--- config.mk ---
export PLATFORM = sky130hd
export DESIGN_NAME = mem_stage
export DESIGN_NICKNAME = d
export VERILOG_FILES = /design/src/rtl/mem_stage_pkg.sv /design/src/rtl/dmem_handshake.sv /design/src/rtl/mem_stage.sv
export SDC_FILE = /design/constraint.sdc
export NUM_CORES = 1
export LEC_CHECK = 0
export BUFFER_PORTS_ARGS = -buffer_cell sky130_fd_sc_hd__buf_2
export CORE_AREA = 2 2 98 100
export CTS_CLUSTER_DIAMETER = 30
export DETAILED_ROUTE_END_ITERATION = 7
export DIE_AREA = 0 0 100 102
export GPL_TIMING_DRIVEN = 0
export PLACE_DENSITY = 0.71
export SLEW_MARGIN = 20
export SYNTH_ARGS = -nofsm -noshare
export SYNTH_HDL_FRONTEND = slang
export SYNTH_SLANG_ARGS = --single-unit
--- constraint.sdc ---
create_clock -name clk -period 1.6 [get_ports clk]
set_input_delay 0.08 -clock clk [delete_from_list [all_inputs] [get_ports clk]]
set_output_delay 0.08 -clock clk [all_outputs]
set_load 0.01 [all_outputs]
--- src/rtl/mem_stage_pkg.sv ---
// mem_stage_pkg: shared types and constants for the MEM pipeline stage.
// Holds the handshake FSM state enum, the timeout counter width and the
// MEM/WB register bundle.
package mem_stage_pkg;

    // Handshake FSM states
    typedef enum logic {
        ST_IDLE   = 1'b0,
        ST_ACCESS = 1'b1
    } mem_state_e;

    // Width of the ACCESS-cycle timeout counter (supports TIMEOUT_CYCLES 1..255)
    localparam int CNT_W = 8;

    // MEM/WB pipeline register contents
    typedef struct packed {
        logic        valid;
        logic [4:0]  rd;
        logic [31:0] data;
        logic        reg_write;
    } memwb_t;

endpackage

--- src/rtl/dmem_handshake.sv ---
// dmem_handshake: data-memory req/ack FSM for the MEM stage.
// Owns the IDLE/ACCESS state, the ACCESS-cycle timeout counter, the dmem_*
// request outputs, the registered bus_err pulse and the done/abort strobes
// that the stage top uses to retire or bubble the instruction.
module dmem_handshake
    import mem_stage_pkg::*;
#(
    parameter int TIMEOUT_CYCLES = 255
) (
    input  logic        clk,
    input  logic        reset_b,
    input  logic        start_i,      // aligned memop present (only acted on in IDLE)
    input  logic        we_i,         // store when set, load otherwise
    input  logic [31:0] addr_i,       // word-aligned address
    input  logic [31:0] wdata_i,
    input  logic        ack_i,
    output logic        req_o,
    output logic        we_o,
    output logic [31:0] addr_o,
    output logic [31:0] wdata_o,
    output logic        access_o,     // FSM is in ACCESS
    output logic        done_o,       // ack seen this ACCESS cycle
    output logic        abort_o,      // last allowed ACCESS cycle passed without ack
    output logic        bus_err_o
);

    // Counter value of the final ACCESS cycle before the abort
    localparam logic [CNT_W-1:0] TO_LAST = CNT_W'(TIMEOUT_CYCLES - 1);

    mem_state_e       state_q, state_d;
    logic [CNT_W-1:0] cnt_q, cnt_d;
    logic             bus_err_q;

    // State, counter and error-pulse registers
    always_ff @(posedge clk or negedge reset_b) begin
        if (!reset_b) begin
            state_q   <= ST_IDLE;
            cnt_q     <= '0;
            bus_err_q <= 1'b0;
        end else begin
            state_q   <= state_d;
            cnt_q     <= cnt_d;
            bus_err_q <= abort_o;
        end
    end

    // Next state, counter update, request outputs and completion strobes
    always_comb begin
        state_d = state_q;
        cnt_d   = cnt_q;
        req_o   = 1'b0;
        we_o    = 1'b0;
        addr_o  = '0;
        wdata_o = '0;
        done_o  = 1'b0;
        abort_o = 1'b0;
        unique case (state_q)
            ST_IDLE: begin
                // An ack arriving here belongs to nothing and is ignored
                if (start_i) begin
                    state_d = ST_ACCESS;
                    cnt_d   = '0;
                end
            end
            ST_ACCESS: begin
                // Request fields come straight from the held EX/MEM register
                req_o   = 1'b1;
                we_o    = we_i;
                addr_o  = addr_i;
                wdata_o = wdata_i;
                if (ack_i) begin
                    done_o  = 1'b1;
                    state_d = ST_IDLE;
                end else if (cnt_q == TO_LAST) begin
                    abort_o = 1'b1;
                    state_d = ST_IDLE;
                end else begin
                    cnt_d = cnt_q + 1'b1;
                end
            end
            default: state_d = ST_IDLE;
        endcase
    end

    assign access_o  = (state_q == ST_ACCESS);
    assign bus_err_o = bus_err_q;

endmodule

--- src/rtl/mem_stage.sv ---
// mem_stage: MEM stage of the 5-stage pipeline.
// Consumes EX/MEM, runs loads/stores through dmem_handshake, generates the
// pipeline stall, owns the MEM/WB register and drives both forwarding sources.
// Optional alignment checking is enabled by defining MEM_ALIGN_CHECK_EN;
// without it address bits [1:0] are dropped and align_err stays 0.
module mem_stage
    import mem_stage_pkg::*;
#(
    parameter int TIMEOUT_CYCLES = 255
) (
    input  logic        clk,
    input  logic        reset_b,
    // EX/MEM register
    input  logic        ex_valid,
    input  logic [31:0] ex_alu_z,
    input  logic [31:0] ex_rt_data,
    input  logic [4:0]  ex_rd,
    input  logic        ex_reg_write,
    input  logic        ex_mem_read,
    input  logic        ex_mem_write,
    // pipeline control
    output logic        stall,
    // EX/MEM forwarding source
    output logic [4:0]  fwd_mem_rd,
    output logic [31:0] fwd_mem_rd_data,
    output logic        fwd_mem_reg_write,
    // MEM/WB register / forwarding source
    output logic        wb_valid,
    output logic [4:0]  wb_rd,
    output logic [31:0] wb_data,
    output logic        wb_reg_write,
    // data memory
    output logic        dmem_req,
    output logic        dmem_we,
    output logic [31:0] dmem_addr,
    output logic [31:0] dmem_wdata,
    input  logic        dmem_ack,
    input  logic [31:0] dmem_rdata,
    // error pulses
    output logic        bus_err,
    output logic        align_err
);

    logic   memop;
    logic   misalign;
    logic   hs_start, hs_access, hs_done, hs_abort;
    logic   align_err_q;
    logic   rd_nz;
    memwb_t wb_q, wb_d;

    assign memop = ex_valid & (ex_mem_read | ex_mem_write);
    assign rd_nz = (ex_rd != 5'd0);

`ifdef MEM_ALIGN_CHECK_EN
    // Misaligned memop is rejected at detect time, before any request goes out
    assign misalign = memop & ~hs_access & (ex_alu_z[1:0] != 2'b00);
`else
    assign misalign = 1'b0;
`endif

    assign hs_start = memop & ~misalign;

    dmem_handshake #(
        .TIMEOUT_CYCLES (TIMEOUT_CYCLES)
    ) u_hs (
        .clk       (clk),
        .reset_b   (reset_b),
        .start_i   (hs_start),
        .we_i      (ex_mem_write),
        .addr_i    ({ex_alu_z[31:2], 2'b00}),
        .wdata_i   (ex_rt_data),
        .ack_i     (dmem_ack),
        .req_o     (dmem_req),
        .we_o      (dmem_we),
        .addr_o    (dmem_addr),
        .wdata_o   (dmem_wdata),
        .access_o  (hs_access),
        .done_o    (hs_done),
        .abort_o   (hs_abort),
        .bus_err_o (bus_err)
    );

    // Hold upstream while a memop is in flight; release on ack, timeout or align reject
    assign stall = memop & ~hs_done & ~hs_abort & ~misalign;

    // Loads are never forwarded from here; the stall covers them
    assign fwd_mem_rd        = ex_rd;
    assign fwd_mem_rd_data   = ex_alu_z;
    assign fwd_mem_reg_write = ex_valid & ex_reg_write & ~ex_mem_read & rd_nz;

    // MEM/WB next value: pass-through, load/store retire, or bubble
    always_comb begin
        wb_d = wb_q;
        if (!hs_access && !memop) begin
            wb_d.valid     = ex_valid;
            wb_d.rd        = ex_rd;
            wb_d.data      = ex_alu_z;
            wb_d.reg_write = ex_valid & ex_reg_write & rd_nz;
        end else if (hs_done) begin
            wb_d.valid = 1'b1;
            wb_d.rd    = ex_rd;
            if (ex_mem_read) begin
                wb_d.data      = dmem_rdata;
                wb_d.reg_write = ex_reg_write & rd_nz;
            end else begin
                wb_d.data      = ex_alu_z;
                wb_d.reg_write = 1'b0;
            end
        end else begin
            // stalled, timed out or misaligned: bubble, payload holds
            wb_d.valid     = 1'b0;
            wb_d.reg_write = 1'b0;
        end
    end

    // MEM/WB register and alignment error pulse
    always_ff @(posedge clk or negedge reset_b) begin
        if (!reset_b) begin
            wb_q        <= '0;
            align_err_q <= 1'b0;
        end else begin
            wb_q        <= wb_d;
            align_err_q <= misalign;
        end
    end

    assign wb_valid     = wb_q.valid;
    assign wb_rd        = wb_q.rd;
    assign wb_data      = wb_q.data;
    assign wb_reg_write = wb_q.reg_write;
    assign align_err    = align_err_q;

endmodule
==> metrics.md <==
| Metric | Value |
|---|---|
| CP max stage delay | 0.39 ns |
| Cts bufs inserted | 5 |
| Die height | 102 µm |
| Setup crit start | u_hs.cnt_q[0] |
| CTS tree | yes |
| Seq/Total Area, Yosys | 0.400 |
| Grt total ovfl | 0 |
| Crit path max-delay family | simple AND/OR/NAND/NOR gates |
| Final setup vio count | 1 |
| Cells after synthesis | 338 |
| Worst reg-to-reg path cell count | 6 |
| Worst EP arrival | 1.53 ns |
| Worst R2R End | u_hs.cnt_q[7] |
| Setup WS post-layout | -0.0136 ns |
| Number of synthesized register bits | 49 |
| Hold Startpoint | ex_rd[0] |
| Routed wire length | 11.2 mm |
| FP Rows | 35 |
| Starting DRT DRC Count | 131 |
| Die width | 100 µm |
| Post-layout min period | 1.61 ns |
| Vias | 3,357 |
| Final period util | 1.01 |
| Post-Layout Inst Area | 4770 µm² |
| Buf+Inv Stages, Crit Path | 2 |
| CTS H-tree depth | 2 |
| Residual DRC count | 0 |
| Antenna fix cells | 0 |
| Crit-path slowest cell | dfrtp_1 |
| Detail Route Antenna Nets | 0 |
| Critical-path cell list | inv_1 > ha_2 > nand4_1 > nor2_2 > nor3b_2 > buf_2 |
| CP Launch Type | flop |
| Max clock buf depth | 2 |
| Slew margin rel. | 0.569 |
| Fmax | 0.620 GHz |
| Initial antenna violation count | 0 |
| Violated checks | negative setup slack |
| GPL Wtd Cong | 0.887 |
| Pin slew with the least headroom to its limit | 0.646 ns |
| PortBufs | 250 |
| Placed cell area | 4470 µm² |
| Slew Limit Fails | 0 |
| Layout area overhead | 55.4% |
| R2R setup slack | 0.04 ns |
| Final hold violations | 0 |
| DP HPWL | 9.03 mm |
| CTS Root Cell | clkbuf_8 |
| Vias in the first global route | 3,043 |
| Core box area | 9110 µm² |
| Worst hold slack | 0.0238 ns |
| Final Non-Filler Cells | 723 |
| WL/cell | 15.5 µm |
| CP max FO | 3 |
| Hold depth | 3 |
| Boundary pin count | 254 |
| Worst Path Required | 1.52 ns |
| Mapped cell area | 3070 µm² |
| Clock tree sinks | 49 |
| Critical path class | reg2out |
| Synth Warn # | 0 |
| Outcome | finished, violations left |
| CP endpoint kind | primary output |
| First-pass GRT wire length | 15.6 mm |
| Worst R2R Start | u_hs.cnt_q[0] |
| Placed Cells | 701 |
| Clk Latency, worst-skew pair | 0.30 ns |
| Initial Utilization | 0.337 |
| P_leak | 2.76 nW |
| Unrepaired setup endpoints after global routing | yes |
| Synth cell types | 37 |
| Layout cell share with drive strength beyond 1 | 0.539 |
| Final nets | 721 |
| Hold path endpoint | wb_rd[0] |
| Setup Skew | 0.0113 ns |
| Max Cap Viol | 0 |
| Pin count of the biggest net entering global routing | 50 |
| Post-Syn Area per Cell | 9.08 µm² |
| GRT Total Usage | 0.199 |
| Die area | 10,200 µm² |
| Clock Pin Slew Worst Setup and Hold Paths | 0.08 ns |
| Maximum VDD drop | 425 µV |
| Vias per cell | 4.64 |
| Setup TNS Final | -0.0136 ns |
| Hold Path Class | in2reg |
| Pwr/cell area | 918 nW/µm² |
| TritonRoute pass-1 iters | 4 |
registers in the layout (all words and copies together), names as in the netlist:
| name | flops |
|---|---|
| wb_data | 32 |
| wb_valid | 1 |
| u_hs.bus_err_o | 1 |
| wb_rd | 5 |
| wb_reg_write | 1 |
| u_hs.access_o | 1 |
| u_hs.cnt_q | 8 |
area by class of cell:
cell class	count	area (µm²)
Clock buffer	7	86.3
Buffer	59	449
Fill cell	894	4340
Tap cell	111	139
Inverter	2	7.51
Timing Repair Buffer	264	1380
Sequential cell	49	1230
Clock inverter	1	30.0
Multi-Input combinational cell	230	1440
placed cells by master (no fill, tap or decap), types with 3 or more instances in the layout:
cell and instances:
and3_1 3, clkbuf_2 4, mux2i_1 33, and2_1 63, conb_1 3, a31oi_1 3
buf_6 3, o21ai_0 6, buf_8 3, nand2b_1 3, nand3_1 5, dlygate4sd3_1 5
nand2_1 51, clkbuf_1 5, dfrtp_1 48, buf_2 251, o21ai_1 33, clkbuf_8 7
buf_4 50
synthesized netlist by cell type:
cell	count	area, µm²
buf_6	4	45.0
nand3b_1	1	7.51
or3_1	1	6.26
nor2_1	2	7.51
o311ai_1	1	8.76
buf_4	41	308
o21a_1	1	7.51
nand2b_1	4	25.0
conb_1	1	3.75
and3_1	3	18.8
and2_1	63	394
ha_1	2	25.0
or4_1	1	7.51
a211o_1	1	8.76
nand3_1	5	25.0
o21ai_4	2	32.5
inv_1	1	3.75
nor3b_1	1	7.51
mux2i_1	33	330
a31oi_1	3	18.8
o2bb2ai_1	1	8.76
a41oi_2	1	16.3
a41o_1	1	10.0
dfrtp_1	49	1230
clkbuf_1	10	37.5
and4_1	1	8.76
o21ai_0	6	30.0
inv_2	1	3.75
o221ai_1	1	8.76
a22o_1	1	8.76
buf_2	4	20.0
o21ai_1	33	165
a21oi_1	2	10.0
nor3_1	2	10.0
nand2_1	51	191
nand4_1	2	12.5
o21ai_2	1	8.76
kinds of logic (layout without fill, tap and decap cells):
family / after synthesis / count (layout) / share of synthesized area
compound gates: 55 / 55 / 0.112
fa+ha+maj: 2 / 2 / 0.00816
buf+inv: 61 / 333 / 0.136
flops: 49 / 49 / 0.400
mux: 33 / 33 / 0.108
other cells: 1 / 3 / 0.00122
simple gates: 137 / 137 / 0.235
timing repair:
item,CTS,global route
buffers inserted,3,6
endpoints found under the hold margin,4,49
hold buffers,4,1
pin swaps,2,3
gates resized for setup,10,13
endpoints found under the setup margin,94,46
stage by stage:
stage	total power, W	worst slack [ns]	utilization
floorplan	0.00258	0.153	-
global placement	0.00333	-0.146	0.490
detailed placement	0.00338	-0.216	0.490
CTS	0.00435	0.00159	0.513
global route	0.00464	-0.0933	0.523
finish	0.00438	-0.0136	0.523
per-layer routing:
layer,track usage,wire length [µm]
met5,0,0
met4,0.0643,355
met3,0.0308,749
met2,0.383,5880
met1,0.225,4230
worst max path at each step:
stage / depth (start not counted) / to / slack (ns)
6_report: 6 / stall / -0.01
5_1_grt: 6 / stall / -0.09
4_1_cts: 5 / wb_data[1] / 0.002
3_5_place_dp: 5 / dmem_addr[23] / -0.22
3_3_place_gp: 5 / dmem_addr[19] / -0.15
2_1_floorplan: 5 / wb_data[10] / 0.15
where the power goes:
group	internal [W]	switching [W]
Combinational	0.000848	0.000980
Sequential	0.00149	0.000153
Clock	0.000510	0.000397
worst register-to-register path, delay by kind of cell (launching register included):
| kind | cells | cell delay (ns) |
|---|---|---|
| compound gates | 2 | 0.54 |
| fa+ha+maj | 1 | 0.20 |
| simple gates | 1 | 0.19 |
| flops | 1 | 0.39 |
| buf+inv | 2 | 0.16 |
(Power assumes the default switching activity.)
